## config.mk

```make
export PLATFORM = sky130hd
export DESIGN_NAME = rr_arb_mux
export DESIGN_NICKNAME = d
export VERILOG_FILES = /design/src/rtl/rr_arb_mux.sv
export SDC_FILE = /design/constraint.sdc
export NUM_CORES = 1
export LEC_CHECK = 0
export BUFFER_PORTS_ARGS = -buffer_cell sky130_fd_sc_hd__buf_2
export CAP_MARGIN = 20
export CORE_MARGIN = 2
export CORE_UTILIZATION = 40
export CTS_BUF_LIST = sky130_fd_sc_hd__clkbuf_8 sky130_fd_sc_hd__clkbuf_16
export CTS_CLUSTER_SIZE = 16
export DETAILED_ROUTE_END_ITERATION = 8
export GPL_TIMING_DRIVEN = 0
export PLACE_DENSITY = 0.7
export SYNTH_ARGS = -nofsm -noshare
export SYNTH_HDL_FRONTEND = slang
export SYNTH_SLANG_ARGS = --single-unit
```

## constraint.sdc

```tcl
create_clock -name i_clk -period 7.4 [get_ports i_clk]
set_input_delay 0.74 -clock i_clk [delete_from_list [all_inputs] [get_ports i_clk]]
set_output_delay 0.74 -clock i_clk [all_outputs]
set_load 0.03 [all_outputs]
```

## src/rtl/rr_arb_mux.sv

```systemverilog
// N-channel arbiter feeding a single-entry output register.
// Round-robin or fixed-priority grant; the winning beat is registered with its source index.
module rr_arb_mux #(
    parameter int WIDTH = 8,
    parameter int N_CH  = 4,
    parameter int RR    = 1,
    localparam int CW   = $clog2(N_CH)
) (
    input  logic                  i_clk,
    input  logic                  i_rst_n,
    input  logic [N_CH-1:0]       i_valid,
    input  logic [N_CH*WIDTH-1:0] i_data,
    output logic [N_CH-1:0]       o_ready,
    output logic                  o_valid,
    output logic [WIDTH-1:0]      o_data,
    output logic [CW-1:0]         o_ch,
    input  logic                  i_ready
);

    // First requesting channel at or above start, wrapping past the top channel.
    function automatic logic [N_CH-1:0] first_from(input logic [N_CH-1:0] req,
                                                   input logic [CW-1:0]   start);
        logic [N_CH-1:0] gnt;
        logic            found;
        int              idx;
        gnt   = '0;
        found = 1'b0;
        for (int i = 0; i < N_CH; i++) begin
            idx = int'(start) + i;
            if (idx >= N_CH) idx = idx - N_CH;
            if (!found && req[idx]) begin
                gnt[idx] = 1'b1;
                found    = 1'b1;
            end
        end
        return gnt;
    endfunction

    function automatic logic [CW-1:0] onehot_to_idx(input logic [N_CH-1:0] oh);
        logic [CW-1:0] idx;
        idx = '0;
        for (int i = 0; i < N_CH; i++) begin
            if (oh[i]) idx = CW'(i);
        end
        return idx;
    endfunction

    function automatic logic [CW-1:0] wrap_inc(input logic [CW-1:0] g);
        logic [CW-1:0] nxt;
        if (int'(g) == N_CH - 1) nxt = '0;
        else                     nxt = g + CW'(1);
        return nxt;
    endfunction

    logic                o_valid_q, o_valid_d;
    logic [WIDTH-1:0]    o_data_q,  o_data_d;
    logic [CW-1:0]       o_ch_q,    o_ch_d;
    logic [CW-1:0]       ptr_q,     ptr_d;

    logic [CW-1:0]       start_idx;
    logic [N_CH-1:0]     grant;
    logic [N_CH-1:0]     ready;
    logic                load;
    logic                xfer;
    logic [CW-1:0]       g_idx;
    logic [WIDTH-1:0]    sel_data;

    always_comb begin
        // Fixed priority is round-robin with the search pinned to channel 0.
        start_idx = (RR != 0) ? ptr_q : '0;
        grant     = first_from(i_valid, start_idx);
        load      = !o_valid_q || i_ready;
        ready     = (i_rst_n && load) ? grant : '0;
        xfer      = |ready;
        g_idx     = onehot_to_idx(grant);

        sel_data = '0;
        for (int k = 0; k < N_CH; k++) begin
            if (grant[k]) sel_data = i_data[k*WIDTH +: WIDTH];
        end

        o_valid_d = o_valid_q;
        o_data_d  = o_data_q;
        o_ch_d    = o_ch_q;
        ptr_d     = ptr_q;
        // A stalled register freezes everything, pointer included, so the grant is re-evaluated each cycle.
        if (load) begin
            o_valid_d = xfer;
            if (xfer) begin
                o_data_d = sel_data;
                o_ch_d   = g_idx;
                ptr_d    = (RR != 0) ? wrap_inc(g_idx) : ptr_q;
            end
        end
    end

    always_ff @(posedge i_clk) begin
        if (!i_rst_n) begin
            o_valid_q <= 1'b0;
            o_data_q  <= '0;
            o_ch_q    <= '0;
            ptr_q     <= '0;
        end else begin
            o_valid_q <= o_valid_d;
            o_data_q  <= o_data_d;
            o_ch_q    <= o_ch_d;
            ptr_q     <= ptr_d;
        end
    end

    assign o_ready = ready;
    assign o_valid = o_valid_q;
    assign o_data  = o_data_q;
    assign o_ch    = o_ch_q;

endmodule

```

After elaboration in Yosys (flattened, before gate mapping)
Index checks and enable logic that the tools add are counted.

word-level totals
  flip-flop bits (word level) = 13
  output and inout bits = 15
  bits of input ports = 39

operators by class
  add/subtract/negate cells = 8
  reduce and logical (&&, ||, !) cells = 15
  order comparisons = 12
  mux-type cells = 40
  equal/unequal tests = 1
  bitwise gates (word level) = 3

operator list
  operator                                                      count
  >= comparator 32 x 1 -> 1 bit (second input constant)         4
  less-than comparator 32 x 4 -> 1 bit (second input constant)  4
  two-way mux 32 bit                                            4
  two-way mux 8 bit                                             4
  two-way mux 4 bit                                             5
  two-way mux 1 bit                                             16
  OR 4 bit                                                      3
  subtractor 3 x 3 -> 4 bit (second input constant)             3
  >= comparator 3 bit (second input constant)                   3
  binary-select mux 1 bit (select 2 bit)                        4
  demux 1 bit (select 2 bit)                                    4
  logical AND 1 bit                                             8
  adder 2 x 2 -> 3 bit (second input constant)                  2
  two-way mux 2 bit                                             3
  zero test 1 bit                                               4
  OR reduction 4 bit                                            1
  subtractor 2 x 3 -> 4 bit (second input constant)             1
  adder 2 x 1 -> 3 bit (second input constant)                  1
  >= comparator 2 x 3 -> 1 bit (second input constant)          1
  adder 2 x 1 -> 2 bit (second input constant)                  1
  equality test 2 x 1 -> 1 bit (second input constant)          1
  AND reduction 2 bit                                           1
  logical OR 1 bit                                              1

Logic depth before layout (Yosys ltp)
  depth in word-level cells = 20
  gate-level depth with buffers = 12
  gate-level depth less buffers = 9

Least setup slack after synthesis
No wires, ideal clock.

  path type = flip-flop to output port
  start point = register ptr_q[1]
  end point = output o_ready[2]
  arrival = 2.493 ns
  path slack = 4.167 ns
  stages on the path, launching flop included = 7
  path buffers = 0
  path through = dfxtp_1 -> inv_1 -> ha_1 -> mux4_2 -> a211oi_4 -> a221oi_1 -> nor2_1

between the ends
  word-level cells in the longest chain between the ends = 16

ends and longest elaborated chain
  element                                                                 RTL line  text
  start, declared                                                         58        logic [CW-1:0] ptr_q, ptr_d;
  start signal, assigned                                                  107       ptr_q <= ptr_d;
  branches (longest 14 deep; another with >= comparator 32 x 1 -> 1 bit)  --
  two-way mux 4 bit (*)                                                   31        if (!found && req[idx]) begin
  two-way mux 4 bit (*)                                                   73        ready = (i_rst_n && load) ? grant : '0;
  end, declared                                                           13        output logic [N_CH-1:0] o_ready,

Mark *: on every way between the ends. The select of a mux whose other input is x is not followed.

Final worst setup path
Ends and elaborated chain as after synthesis.

==> flow_summary_export.csv <==
group,metric,value,unit
layout,insertedDiodeCount,0,
layout,multi_input_area,835.8,sq um
setup_path,critical_path.endpoint_type,"primary output",
setup_path,path_cells,"inv_1 -> ha_1 -> mux4_2 -> a211oi_4 -> a221oi_1 -> nor2_1 -> buf_2",
power,design_power_total,0.7466,mW
detailed_routing,route.antenna.remaining_nets,0,
detailed_routing,via_count,1203,
synth,async_s_r_ff_share_synth,0,%
synth,synth_largest_area_cell,"sky130_fd_sc_hd__dfxtp_1",
clock_tree,cts_buffer_depth,2,
sta,final_number_of_max_transition_violations,0,
setup_path,cp.arrival,2.90,ns
setup_path,crit_path_launch_type,"flip-flop",
placed_design,numPortBuffers,53,
die,start_util,42.29,%
synth,ys_warn_count,0,
layout,flow.area_growth_from_synthesis,29.68,%
clock_tree,cts_tree,"yes",
die,fp.dieH,58.23,um
synth,syn-cell-area,1176,sq um
power,power.static_leakage,0.7162,nW
sta,timing.final.setup_violations,0,
setup_path,path_class,"flip-flop to primary output",
synth,synth_area_leaders,"sky130_fd_sc_hd__dfxtp_1 (22%), sky130_fd_sc_hd__o31ai_2 (8.5%), sky130_fd_sc_hd__nand3_2 (6.8%)",
synth,synth_cells,122,
detailed_routing,first_iter_violations,31,
detailed_routing,post_drt_wl_per_cell,15.30,um
die,pin_count,54,
sta,hold_viol,0,
setup_path,critical-path-top-delay-family,"multiplexers",
power,total_switching_power,0.3795,mW
clock_tree,cts_root_buf,"sky130_fd_sc_hd__clkbuf_8",
layout,nNetsFinal,225,
synth,ys_seq_area_share,22.13,%
die,die_width,58.23,um
synth,synth_edf_count,0,
synth,synth.top_cells.by_count,"sky130_fd_sc_hd__dfxtp_1 (13), sky130_fd_sc_hd__nor2_1 (13), sky130_fd_sc_hd__nand2_1 (10)",
synth,syn-mean-instance-area,9.640,sq um
global_routing,grt_pass1_vias,1184,
sta,period_minus_slack,3.636,ns
setup_path,critical-path-max-stage-delay,0.61,ns
layout,seqCellArea,260.3,sq um
global_routing,grt_remaining_overflow,0,
synth,synthFlopType,"sky130_fd_sc_hd__dfxtp_1",
global_routing,grt.total_usage,19.93,%
job,drv_cap,0,
sta,timing.max_slew.rel_slack,64.16,%
placed_design,dpl.hpwl,2541,um
layout,nFillCells,255,
power,powerDensity,489.5,nW/um^2
die,dieArea,3390,sq um
clock_tree,htree_num_levels,1,
clock_tree,clk_latency,0.24,ns
detailed_routing,detail_route.first_pass.iterations,4,
die,placeableCoreArea,2781,sq um
synth,synth_largest_type_area_fraction,22.13,%
synth,synthesis.nets,167,
power,clock_share_of_power,8.4,%
sta,transition_time_at_the_pin_with_the_least_slew_margin,0.5376,ns
clock_tree,cts.clk_slew.worst_paths,0.06,ns
power,combinational_share_of_power,76.0,%
power,sw_frac_of_total,50.83,%
power,internal-power,0.3671,mW
clock_tree,cts_resized,0,
synth,synth.ff_latch_count,13,
setup_path,crit_path_max_fanout,9,
global_routing,grt_start_max_net_pins,11,
setup_path,critical_path_required,6.66,ns
setup_path,critPathBufInv,2,
synth,count_of_unique_library_cells_instantiated_by_yosys,38,
clock_tree,cts_made_buffers,3,
global_routing,grt_pass1_wl,5333,um
global_routing,antenna_violations_before_repair,0,
clock_tree,cts.sinks,13,
power,worst_ir_drop_vdd,0.0003811,V
sta,grt_setup_unrepaired,"false",
clock_tree,hold_fix_buffer_count_after_cts,0,
layout,layout-drive-gt1-share,51.96,%
clock_tree,post_cts.repair.setup_buffers,0,
detailed_routing,routed_via_density,5.729,
sta,fin_worst_skew,0.003127,ns
power,power_frac_seq,15.6,%
sta,maxClockFrequency,275.0,MHz
placed_design,place_congestion,0.7523,
sta,setup_tns,0,ns
status,run_status,"completed",
detailed_routing,route.detailed.drc,0,
worst_hold_path,hold_path.class,"flip-flop to flip-flop",
sta,final_min_period_over_clock_period,49.14,%
die,num_rows,19,
detailed_routing,totalWireLength,3213,um
setup_path,cpMaxStageDelayCell,"sky130_fd_sc_hd__mux4_2",
==> final cells by class <==
type	count	share of cell area, %
repair buffers	53	17.39
well taps	31	2.543
clock buffers	3	2.707
plain buffers	6	4.266
inverters	4	0.9844
clock inverters	1	0.2461
flip-flops and latches	13	17.06
multi-input cells	99	54.80
==> routing by layer <==
layer	share of wire (%)	vias to the layer above	GRT usage (%)
met2	50	42	32.79
met4	0.37	0	4.319
met1	45	571	26.80
li1	-	588	-
met3	5.1	2	4.241
met5	0	-	0
==> cell usage in the layout (no fill, tap or decap), types with 3 or more instances in the layout <==
cell type | netlist | layout
sky130_fd_sc_hd__nor3b_1 | 3 | 3
sky130_fd_sc_hd__dfxtp_1 | 13 | 13
sky130_fd_sc_hd__buf_2 | 0 | 53
sky130_fd_sc_hd__a221oi_1 | 9 | 9
sky130_fd_sc_hd__ha_1 | 6 | 6
sky130_fd_sc_hd__a21o_2 | 8 | 8
sky130_fd_sc_hd__nand3_2 | 8 | 8
sky130_fd_sc_hd__o31ai_2 | 8 | 8
sky130_fd_sc_hd__nor2_1 | 13 | 13
sky130_fd_sc_hd__nand2_1 | 10 | 10
sky130_fd_sc_hd__buf_6 | 3 | 3
sky130_fd_sc_hd__inv_1 | 4 | 5
sky130_fd_sc_hd__clkbuf_8 | 0 | 3
==> flip-flops by register name, summed over array words and instances (netlist names) <==
| name | cells |
|---|---|
| o_data | 8 |
| o_ch | 2 |
| ptr_q | 2 |
| o_valid | 1 |
==> through the flow <==
| stage | std cells | setup WS, ns | utilization [%] | hold WS [ns] | instance area [sq um] |
|---|---|---|---|---|---|
| finish | 210 | 3.764 | 54.84 | 0.4634 | 1525 |
| global route | 210 | 3.572 | 54.84 | 0.4797 | 1525 |
| CTS | 210 | 3.748 | 54.84 | 0.4661 | 1525 |
| detailed placement | 206 | 4.016 | 53.22 | 0.4553 | 1480 |
| global placement | 206 | 4.081 | 53.22 | 0.4513 | 1480 |
| floorplan | 122 | 4.167 | - | 0.5945 | 1176 |
==> power groups by stage <==
stage                     combinational [mW]  sequential, mW  clock [mW]
after floorplan                        0.415           0.151           0
after global placement                 0.546           0.116           0
after detailed placement               0.567           0.118           0
after CTS                              0.568           0.117      0.0650
after global routing                   0.615           0.120      0.0678
final                                  0.567           0.117      0.0628
==> kinds of logic (layout without fill, tap and decap cells) <==
family                     Yosys count  count (layout)  synth area share [%]
and+or+nand+nor                     47              47                 23.94
AOI/OAI and AO/OA                   44              44                 36.92
DFF                                 13              13                 22.13
buffers and inverters               10              67                 6.808
adders and majority gates            6               6                 6.383
muxes                                2               2                 3.830
==> worst register-to-register path, stage by stage, from the launching register on <==
cell	delay [ns]
sky130_fd_sc_hd__dfxtp_1	0.54
sky130_fd_sc_hd__inv_1	0.12
sky130_fd_sc_hd__ha_1	0.39
sky130_fd_sc_hd__mux4_2	0.61
sky130_fd_sc_hd__nand2_1	0.10
sky130_fd_sc_hd__o21ai_1	0.11
sky130_fd_sc_hd__a221oi_4	0.46
sky130_fd_sc_hd__a41o_1	0.33
sky130_fd_sc_hd__buf_6	0.19
sky130_fd_sc_hd__buf_12	0.16
sky130_fd_sc_hd__nand3_2	0.09
sky130_fd_sc_hd__o31ai_2	0.07
==> worst paths after layout <==
check / from / endpoint / slack, ns / cells after the start
min reg2reg: o_data[6] / o_data[6] / 0.46 / 2
min: o_data[6] / o_data[6] / 0.46 / 2
max reg2reg: ptr_q[1] / o_data[4] / 4.14 / 11
max: ptr_q[1] / o_ready[2] / 3.76 / 7
Note: power is estimated with default switching activity, not from simulation.
